File: src/rtl/uart_tx_arbiter.sv
// rtl/uart_tx_arbiter.sv - round-robin scheduler sharing one UART transmitter among N requesters
// Packet lock keeps the grant on one requester until it sends a byte marked last.
module uart_tx_arbiter #(
  parameter int N           = 4,
  parameter int ACK_TIMEOUT = 15
) (
  input  logic                 clk,
  input  logic                 rst,
  input  logic [N-1:0]         req_valid,
  input  logic [8*N-1:0]       req_data,
  input  logic [N-1:0]         req_last,
  output logic [N-1:0]         req_ready,
  output logic                 tx_start,
  output logic [7:0]           tx_data,
  input  logic                 tx_busy,
  output logic [$clog2(N)-1:0] grant_id,
  output logic                 locked,
  output logic                 err_timeout
);
  localparam int IDW = $clog2(N);
  localparam int CW  = $clog2(ACK_TIMEOUT + 1);

  typedef enum logic [1:0] {ARB, ISSUE, WAIT_ACK, WAIT_DONE} state_e;

  state_e         state_q, state_d;
  logic [IDW-1:0] ptr_q, ptr_d;
  logic [IDW-1:0] gid_q, gid_d;
  logic           locked_q, locked_d;
  logic           last_q, last_d;
  logic [7:0]     data_q, data_d;
  logic [CW-1:0]  cnt_q, cnt_d;
  logic           start_q, start_d;
  logic           err_q, err_d;

  logic           win_found;
  logic [IDW-1:0] win_id;
  logic [IDW-1:0] gid_next;
  logic [N-1:0]   ready;
  int             idx;

  assign gid_next = (gid_q == IDW'(N - 1)) ? '0 : gid_q + IDW'(1);

  // Scan from lowest to highest priority so the last hit is the ptr-nearest requester.
  always_comb begin
    win_found = 1'b0;
    win_id    = '0;
    idx       = 0;
    if (locked_q) begin
      win_found = req_valid[gid_q];
      win_id    = gid_q;
    end else begin
      for (int k = N - 1; k >= 0; k--) begin
        idx = (int'(ptr_q) + k) % N;
        if (req_valid[idx]) begin
          win_found = 1'b1;
          win_id    = IDW'(idx);
        end
      end
    end
  end

  always_comb begin
    state_d  = state_q;
    ptr_d    = ptr_q;
    gid_d    = gid_q;
    locked_d = locked_q;
    last_d   = last_q;
    data_d   = data_q;
    cnt_d    = cnt_q;
    start_d  = 1'b0;
    err_d    = err_q;
    ready    = '0;
    case (state_q)
      ARB: begin
        if (win_found) begin
          ready[win_id] = 1'b1;
          data_d        = req_data[int'(win_id)*8 +: 8];
          last_d        = req_last[win_id];
          gid_d         = win_id;
          start_d       = 1'b1;
          state_d       = ISSUE;
        end
      end
      ISSUE: begin
        cnt_d   = '0;
        state_d = WAIT_ACK;
      end
      WAIT_ACK: begin
        if (tx_busy) begin
          state_d = WAIT_DONE;
        end else if (cnt_q == CW'(ACK_TIMEOUT - 1)) begin
          err_d    = 1'b1;
          locked_d = 1'b0;
          ptr_d    = gid_next;
          state_d  = ARB;
        end else begin
          cnt_d = cnt_q + CW'(1);
        end
      end
      WAIT_DONE: begin
        if (!tx_busy) begin
          state_d = ARB;
          if (last_q) begin
            locked_d = 1'b0;
            ptr_d    = gid_next;
          end else begin
            locked_d = 1'b1;
          end
        end
      end
      default: state_d = ARB;
    endcase
  end

  always_ff @(posedge clk or posedge rst) begin
    if (rst) begin
      state_q  <= ARB;
      ptr_q    <= '0;
      gid_q    <= '0;
      locked_q <= 1'b0;
      last_q   <= 1'b0;
      data_q   <= 8'h00;
      cnt_q    <= '0;
      start_q  <= 1'b0;
      err_q    <= 1'b0;
    end else begin
      state_q  <= state_d;
      ptr_q    <= ptr_d;
      gid_q    <= gid_d;
      locked_q <= locked_d;
      last_q   <= last_d;
      data_q   <= data_d;
      cnt_q    <= cnt_d;
      start_q  <= start_d;
      err_q    <= err_d;
    end
  end

  // The handshake is combinational; hold it off while rst is asserted.
  assign req_ready   = rst ? '0 : ready;
  assign tx_start    = start_q;
  assign tx_data     = data_q;
  assign grant_id    = gid_q;
  assign locked      = locked_q;
  assign err_timeout = err_q;

endmodule

File: config.mk
export PLATFORM = sky130hd
export DESIGN_NAME = uart_tx_arbiter
export DESIGN_NICKNAME = d
export VERILOG_FILES = /design/src/rtl/uart_tx_arbiter.sv
export SDC_FILE = /design/constraint.sdc
export NUM_CORES = 1
export LEC_CHECK = 0
export ABC_AREA = 1
export ABC_CLOCK_PERIOD_IN_PS = 3300
export CAP_MARGIN = 10
export CORE_ASPECT_RATIO = 0.5
export CORE_MARGIN = 10
export CORE_UTILIZATION = 50
export DETAILED_ROUTE_END_ITERATION = 10
export PLACE_DENSITY = 0.95
export SLEW_MARGIN = 20
export SYNTH_ARGS = -nofsm -noshare
export SYNTH_HDL_FRONTEND = slang
export SYNTH_SLANG_ARGS = --single-unit
File: constraint.sdc
create_clock -name clk -period 3.3 [get_ports clk]
set_input_delay 0.825 -clock clk [delete_from_list [all_inputs] [get_ports clk]]
set_output_delay 0.825 -clock clk [all_outputs]
set_load 0.01 [all_outputs]
==> impl_metrics.py, run 1 <==
metrics = {
    "run_status": {
        "status": "complete, no violations",
    },
    "logic_synthesis": {
        "synth-edff-count": 0,
        "async_flop_share": 1.00,
        "synth_top_area_share": 0.304,
        "ys_seq_area_frac": 0.304,
        "synthTopCellsByArea": "dfrtp_1, nand2_1, nand3_1",
        "synth.most_common_cell": "nand2_1",
        "syn_area_per_cell_um2": 6.88,
        "ys.flop_type": "dfrtp_1",
        "postSynthCellCount": 263,
        "yosysUniqueCellTypes": 33,
        "ys_ff_latch": 22,
        "synthTopCellsByCount": "nand2_1, nor2_1, inv_1",
        "post-synth-top-area-cell": "dfrtp_1",
        "syn-cell-area_mm2": 0.00181,
        "yosys_warnings": 0,
        "synth_nets": 309,
    },
    "worst_setup_path": {
        "start_kind": "primary input",
        "crit_type": "in -> out",
        "required_ns": 2.47,
        "end_kind": "output port",
        "crit_arrival_ns": 2.38,
        "path_max_fanout": 5,
    },
    "placed_design": {
        "hpwl_mm": 4.24,
        "post-place-ws_ns": -0.543,
        "gp_congestion": 0.849,
        "numPortBuffers": 59,
        "place_area_mm2": 0.00245,
    },
    "routing": {
        "wl_per_cell_um": 14.8,
        "totalWireLength_mm": 5.61,
        "drt_first_pass_iters": 6,
        "via_per_inst": 5.37,
        "initialDrtViolationCount": 144,
        "drcViolationCount": 0,
        "ant_nets": 0,
        "vias": 2039,
    },
    "power": {
        "total_power_mw": 2.58,
        "irDropWorstVdd_v": 0.000525,
        "p_per_area_mw_per_mm2": 1020,
        "power_leakage_nw": 1.26,
    },
    "layout": {
        "areaGrowthSynthToFinish_pct": 40.2,
        "drive_gt1_frac": 0.198,
        "nets": 376,
        "diodes": 0,
        "fin_area_mm2": 0.00254,
        "fill_cells": 248,
    },
    "timing": {
        "hold_viol": 0,
        "setup_violations": 0,
        "final.min_clock_period_ns": 3.20,
        "min_period_over_period": 0.971,
        "fmax_ghz": 0.312,
        "fin_ws_ns": 0.0954,
        "tns_ns": 0,
        "finalClockSkew_ns": 0.00632,
        "rsz0062_at_grt": "no",
        "max_slew_margin": 0.630,
        "drv_slew": 0,
        "tightest_slew_ns": 0.554,
    },
    "clock_tree": {
        "cts_htree_levels": 1,
        "cts_max_path_buffers": 2,
        "cts_tree": "done",
        "cts_buffers": 3,
        "cts.sink_count": 22,
        "clk_latency_ns": 0.27,
        "cts.reportedPaths.clkPinSlew_ns": 0.08,
        "postCtsHoldBufs": 0,
        "cts_root_buf": "clkbuf_8",
    },
    "grt": {
        "grt_usage": 0.169,
        "grt_pass1_wl_mm": 9.30,
        "grt_max_degree": 29,
        "grt_pass1_vias": 2084,
        "antenna_found_initial": 0,
        "grt-ovfl-total": 0,
    },
    "job": {
        "drv_cap": 0,
    },
    "hold_path": {
        "hold_path.class": "reg -> reg",
    },
    "floorplan": {
        "coreArea_mm2": 0.00345,
        "die_h_um": 62.5,
        "rows": 15,
        "dieWidth_um": 105,
        "io_pins": 60,
        "die-area_mm2": 0.00657,
        "floorplan.initialDensity": 0.524,
    },
}
==> flip-flops by register name, indices dropped and copies added, names as in the netlist <==
register     flops
tx_data          8
cnt_q            4
grant_id         2
ptr_q            2
state_q          2
err_timeout      1
last_q           1
locked           1
tx_start         1
==> cells in the final DEF (no fill, tap or decap), types with 4 or more instances in the layout <==
cell type / n
nand4_1: 9
nor2_1: 41
buf_4: 16
or2_1: 5
nand3_1: 31
inv_1: 33
nand2_2: 9
buf_2: 4
dfrtp_1: 22
a21oi_2: 10
a21oi_1: 5
o21ai_0: 7
or2_2: 5
clkdlybuf4s50_1: 51
nand2_1: 44
nand3_2: 5
inv_2: 5
dlygate4sd2_1: 4
==> worst paths after layout <==
kind	to	startpoint	cells after the start	slack, ns
worst max register to register	tx_data[5]	ptr_q[0]	16	0.86
worst max-delay path	req_ready[2]	req_valid[1]	12	0.1
worst min-delay path	err_timeout	err_timeout	1	0.49
worst min register to register	err_timeout	err_timeout	1	0.49
max in group asynchronous	tx_start	rst	3	2.12
min in group asynchronous	grant_id[0]	rst	3	0.96
==> worst max-delay path, stage by stage <==
cell and delay, ns:
dlygate4sd2_1 0.25, inv_1 0.08, nand2_2 0.07, nand3_1 0.14, nand2_2 0.08, buf_4 0.14, nor2_1 0.16, a21oi_2 0.09
nand2_2 0.10, nand2_2 0.10, nor3_2 0.18, buf_2 0.16
==> logic make-up (layout without fill, tap and decap cells) <==
group                    after synthesis  count (layout)  synth area share
flip-flops                            22              22             0.304
AND/OR/NAND/NOR                      153             153             0.397
buffers and inverters                 52             118             0.146
adder cells (fa/ha/maj)                3               3            0.0207
AO/OA/AOI/OAI                         32              32             0.127
XOR/XNOR                               1               1           0.00484
==> per-layer routing <==
layer  wire (um)  global-route usage  share of wire
met1        2070               0.168           0.37
met4         233              0.0935          0.042
met2        2910               0.313           0.52
met5           0                   0              0
met3         407              0.0463          0.073
==> what timing repair did <==
item                                    4_1_cts  5_1_grt
resized for setup                            29        2
pin swaps                                    11        1
endpoints found under the setup margin        4        4
buffers inserted                              3        0
==> cell type report <==
class                           count  area (um^2)  area share
Clock buffer                        3         41.3      0.0163
Clock inverter                      1         30.0      0.0118
Inverter                           39          149      0.0587
Multi-Input combinational cell    189         1020       0.401
Sequential cell                    22          551       0.217
Tap cell                           51         63.8      0.0252
Timing Repair Buffer               75          686       0.270
==> power by group <==
| part | total [mW] | internal (mW) | switching (mW) | leakage [nW] |
|---|---|---|---|---|
| combinational | 1.80 | 0.774 | 1.03 | 0.955 |
| clock | 0.254 | 0.162 | 0.0921 | 0.0357 |
| sequential | 0.518 | 0.387 | 0.132 | 0.268 |
==> metrics by stage <==
step | cells | util | hold WS [ns]
after floorplan | 263 | - | 0.488
after detailed placement | 373 | 0.708 | 0.450
after global placement | 373 | 0.708 | 0.443
after global routing | 380 | 0.734 | 0.521
final | 380 | 0.734 | 0.488
after CTS | 380 | 0.734 | 0.487
Note: power is estimated with default switching activity, not from simulation.
==> run 2: changes to the inputs <==
PLACE_DENSITY = 0.82   (was 0.95)
==> impl_metrics.py, run 2 (synthesis gave the netlist of run 1 again) <==
metrics = {
    "timing": {
        "tightest_slew_ns": 0.472,
        "min_period_over_period": 0.962,
        "rsz0062_at_grt": "no",
        "hold_viol": 0,
        "max_slew_margin": 0.684,
        "tns_ns": 0,
        "final.min_clock_period_ns": 3.18,
        "fmax_ghz": 0.315,
        "finalClockSkew_ns": 0.00608,
        "fin_ws_ns": 0.124,
        "drv_slew": 0,
        "setup_violations": 0,
    },
    "worst_setup_path": {
        "cp_num_buf_inv": 3,
        "max_stage_delay_ns": 0.26,
        "crit_chain": "dlygate4sd2_1 -> inv_1 -> nand2_2 -> nand3_1 -> nand2_2 -> nor2_1 -> a21o_1 -> nor3_4 -> nand3_2 -> a21oi_2 -> buf_2",
        "end_kind": "output port",
        "path_max_fanout": 3,
        "crit_arrival_ns": 2.35,
        "start_kind": "primary input",
        "startpoint": "req_valid[1]",
        "slowest_stage": "dlygate4sd2_1",
        "r2r-start": "ptr_q[0]",
        "cp_common_cell": "nand2_2",
        "crit_type": "in -> out",
        "path_delay_family": "simple AND/OR/NAND/NOR gates",
        "required_ns": 2.47,
    },
    "routing": {
        "initialDrtViolationCount": 110,
        "drcViolationCount": 0,
        "via_per_inst": 5.16,
        "totalWireLength_mm": 5.31,
        "ant_nets": 0,
        "vias": 1961,
        "wl_per_cell_um": 14.0,
        "drt_first_pass_iters": 4,
    },
    "clock_tree": {
        "clk_latency_ns": 0.26,
        "cts_root_buf": "clkbuf_8",
        "postCtsHoldBufs": 0,
        "cts_buffers": 3,
        "cts_htree_levels": 1,
        "cts_max_path_buffers": 2,
        "cts_tree": "done",
        "cts.sink_count": 22,
        "cts.reportedPaths.clkPinSlew_ns": 0.08,
    },
    "floorplan": {
        "dieWidth_um": 105,
        "coreArea_mm2": 0.00345,
        "die_h_um": 62.5,
        "die-area_mm2": 0.00657,
        "io_pins": 60,
        "floorplan.initialDensity": 0.524,
        "rows": 15,
    },
    "power": {
        "power_leakage_nw": 1.26,
        "comb_power_share": 0.713,
        "irDropWorstVdd_v": 0.000500,
        "p_switching_mw": 1.22,
        "p_int_mw": 1.26,
        "swShare": 0.492,
        "p_per_area_mw_per_mm2": 972,
        "p_clk_frac": 0.078,
        "total_power_mw": 2.47,
        "seqPwrFrac": 0.209,
    },
    "layout": {
        "nets": 376,
        "final_cell_mix": "clkdlybuf4s50_1, nand2_1, nor2_1",
        "areaGrowthSynthToFinish_pct": 40.5,
        "diodes": 0,
        "final_core_util": 0.736,
        "drive_gt1_frac": 0.210,
        "largest_reg_flops": 8,
        "mostFrequentLayoutCell": "clkdlybuf4s50_1",
    },
    "job": {
        "drv_cap": 0,
    },
    "hold_path": {
        "hold_path.class": "reg -> reg",
        "min_from": "err_timeout",
    },
    "grt": {
        "grt_pass1_wl_mm": 8.86,
        "grt_usage": 0.158,
        "grt_pass1_vias": 1987,
        "antenna_found_initial": 0,
        "grt-ovfl-total": 0,
        "grt_max_degree": 29,
    },
    "run_status": {
        "status": "complete, no violations",
    },
    "placed_design": {
        "hpwl_mm": 4.01,
        "gp_congestion": 0.832,
        "numPortBuffers": 59,
        "post-place-ws_ns": -0.488,
    },
}
run 2: cell types whose count changed in the layout (fill, tap and decap cells not counted), sizes merged:
cell	previous run	this run
bufinv	1	0
dlymetal6s2s	0	1
clkbuf	3	4
dlygate4sd2	4	3
run 2: through the flow:
stage / cell area (um^2) / hold slack (ns) / std cells
final: 2540 / 0.467 / 380
after global routing: 2540 / 0.500 / 380
after CTS: 2510 / 0.475 / 378
after detailed placement: 2420 / 0.451 / 370
after global placement: 2420 / 0.442 / 370
after floorplan: 1810 / 0.488 / 263
run 2: worst register-to-register path: stages (launching register included):
cell     delay [ns]
dfrtp_1        0.55
inv_4          0.11
nand2_1        0.09
nand2_2        0.06
or2_1          0.26
buf_4          0.14
nand3_1        0.07
nand2_1        0.06
nand2_2        0.11
buf_4          0.13
buf_4          0.30
nand4_1        0.17
nand3_1        0.14
nor2_1         0.05
nor2_1         0.08
run 2: path summary, 6_finish.rpt:
kind / to / depth (start not counted) / slack, ns
setup / recovery: req_ready[1] / 11 / 0.12
hold / removal: err_timeout / 1 / 0.47
setup reg to reg: tx_data[6] / 14 / 0.91
hold reg to reg: err_timeout / 1 / 0.47
max in group asynchronous: grant_id[0] / 3 / 2.08
min in group asynchronous: tx_data[7] / 3 / 1.00
run 2: power groups by stage:
stage | logic [mW] | registers, mW | clock network (mW)
5_1_grt | 1.97 | 0.535 | 0.207
2_1_floorplan | 1.23 | 0.513 | 0
6_report | 1.76 | 0.516 | 0.193
3_5_place_dp | 1.64 | 0.516 | 0
3_3_place_gp | 1.60 | 0.512 | 0
4_1_cts | 1.70 | 0.516 | 0.195
run 2: final cells by class:
class,count,area (um^2)
fill,284,911
timing repair buffer,75,689
clock buffer,4,55.1
tap,51,63.8
inverter,39,149
sequential,22,551
multi-input combinational,189,1030
run 2: per-layer routing:
metal | part of all wire | vias up | GRT usage
met5 | 0 | - | 0
met4 | 0.014 | 0 | 0.0391
met3 | 0.061 | 8 | 0.0370
met2 | 0.55 | 60 | 0.323
met1 | 0.37 | 916 | 0.156
li1 | - | 977 | -
run 2: repair_timing:
item / in CTS / in global routing
pin swaps: 11 / 8
setup buffers: 4 / 2
gates resized for setup: 30 / 6
setup endpoints to repair: 4 / 4
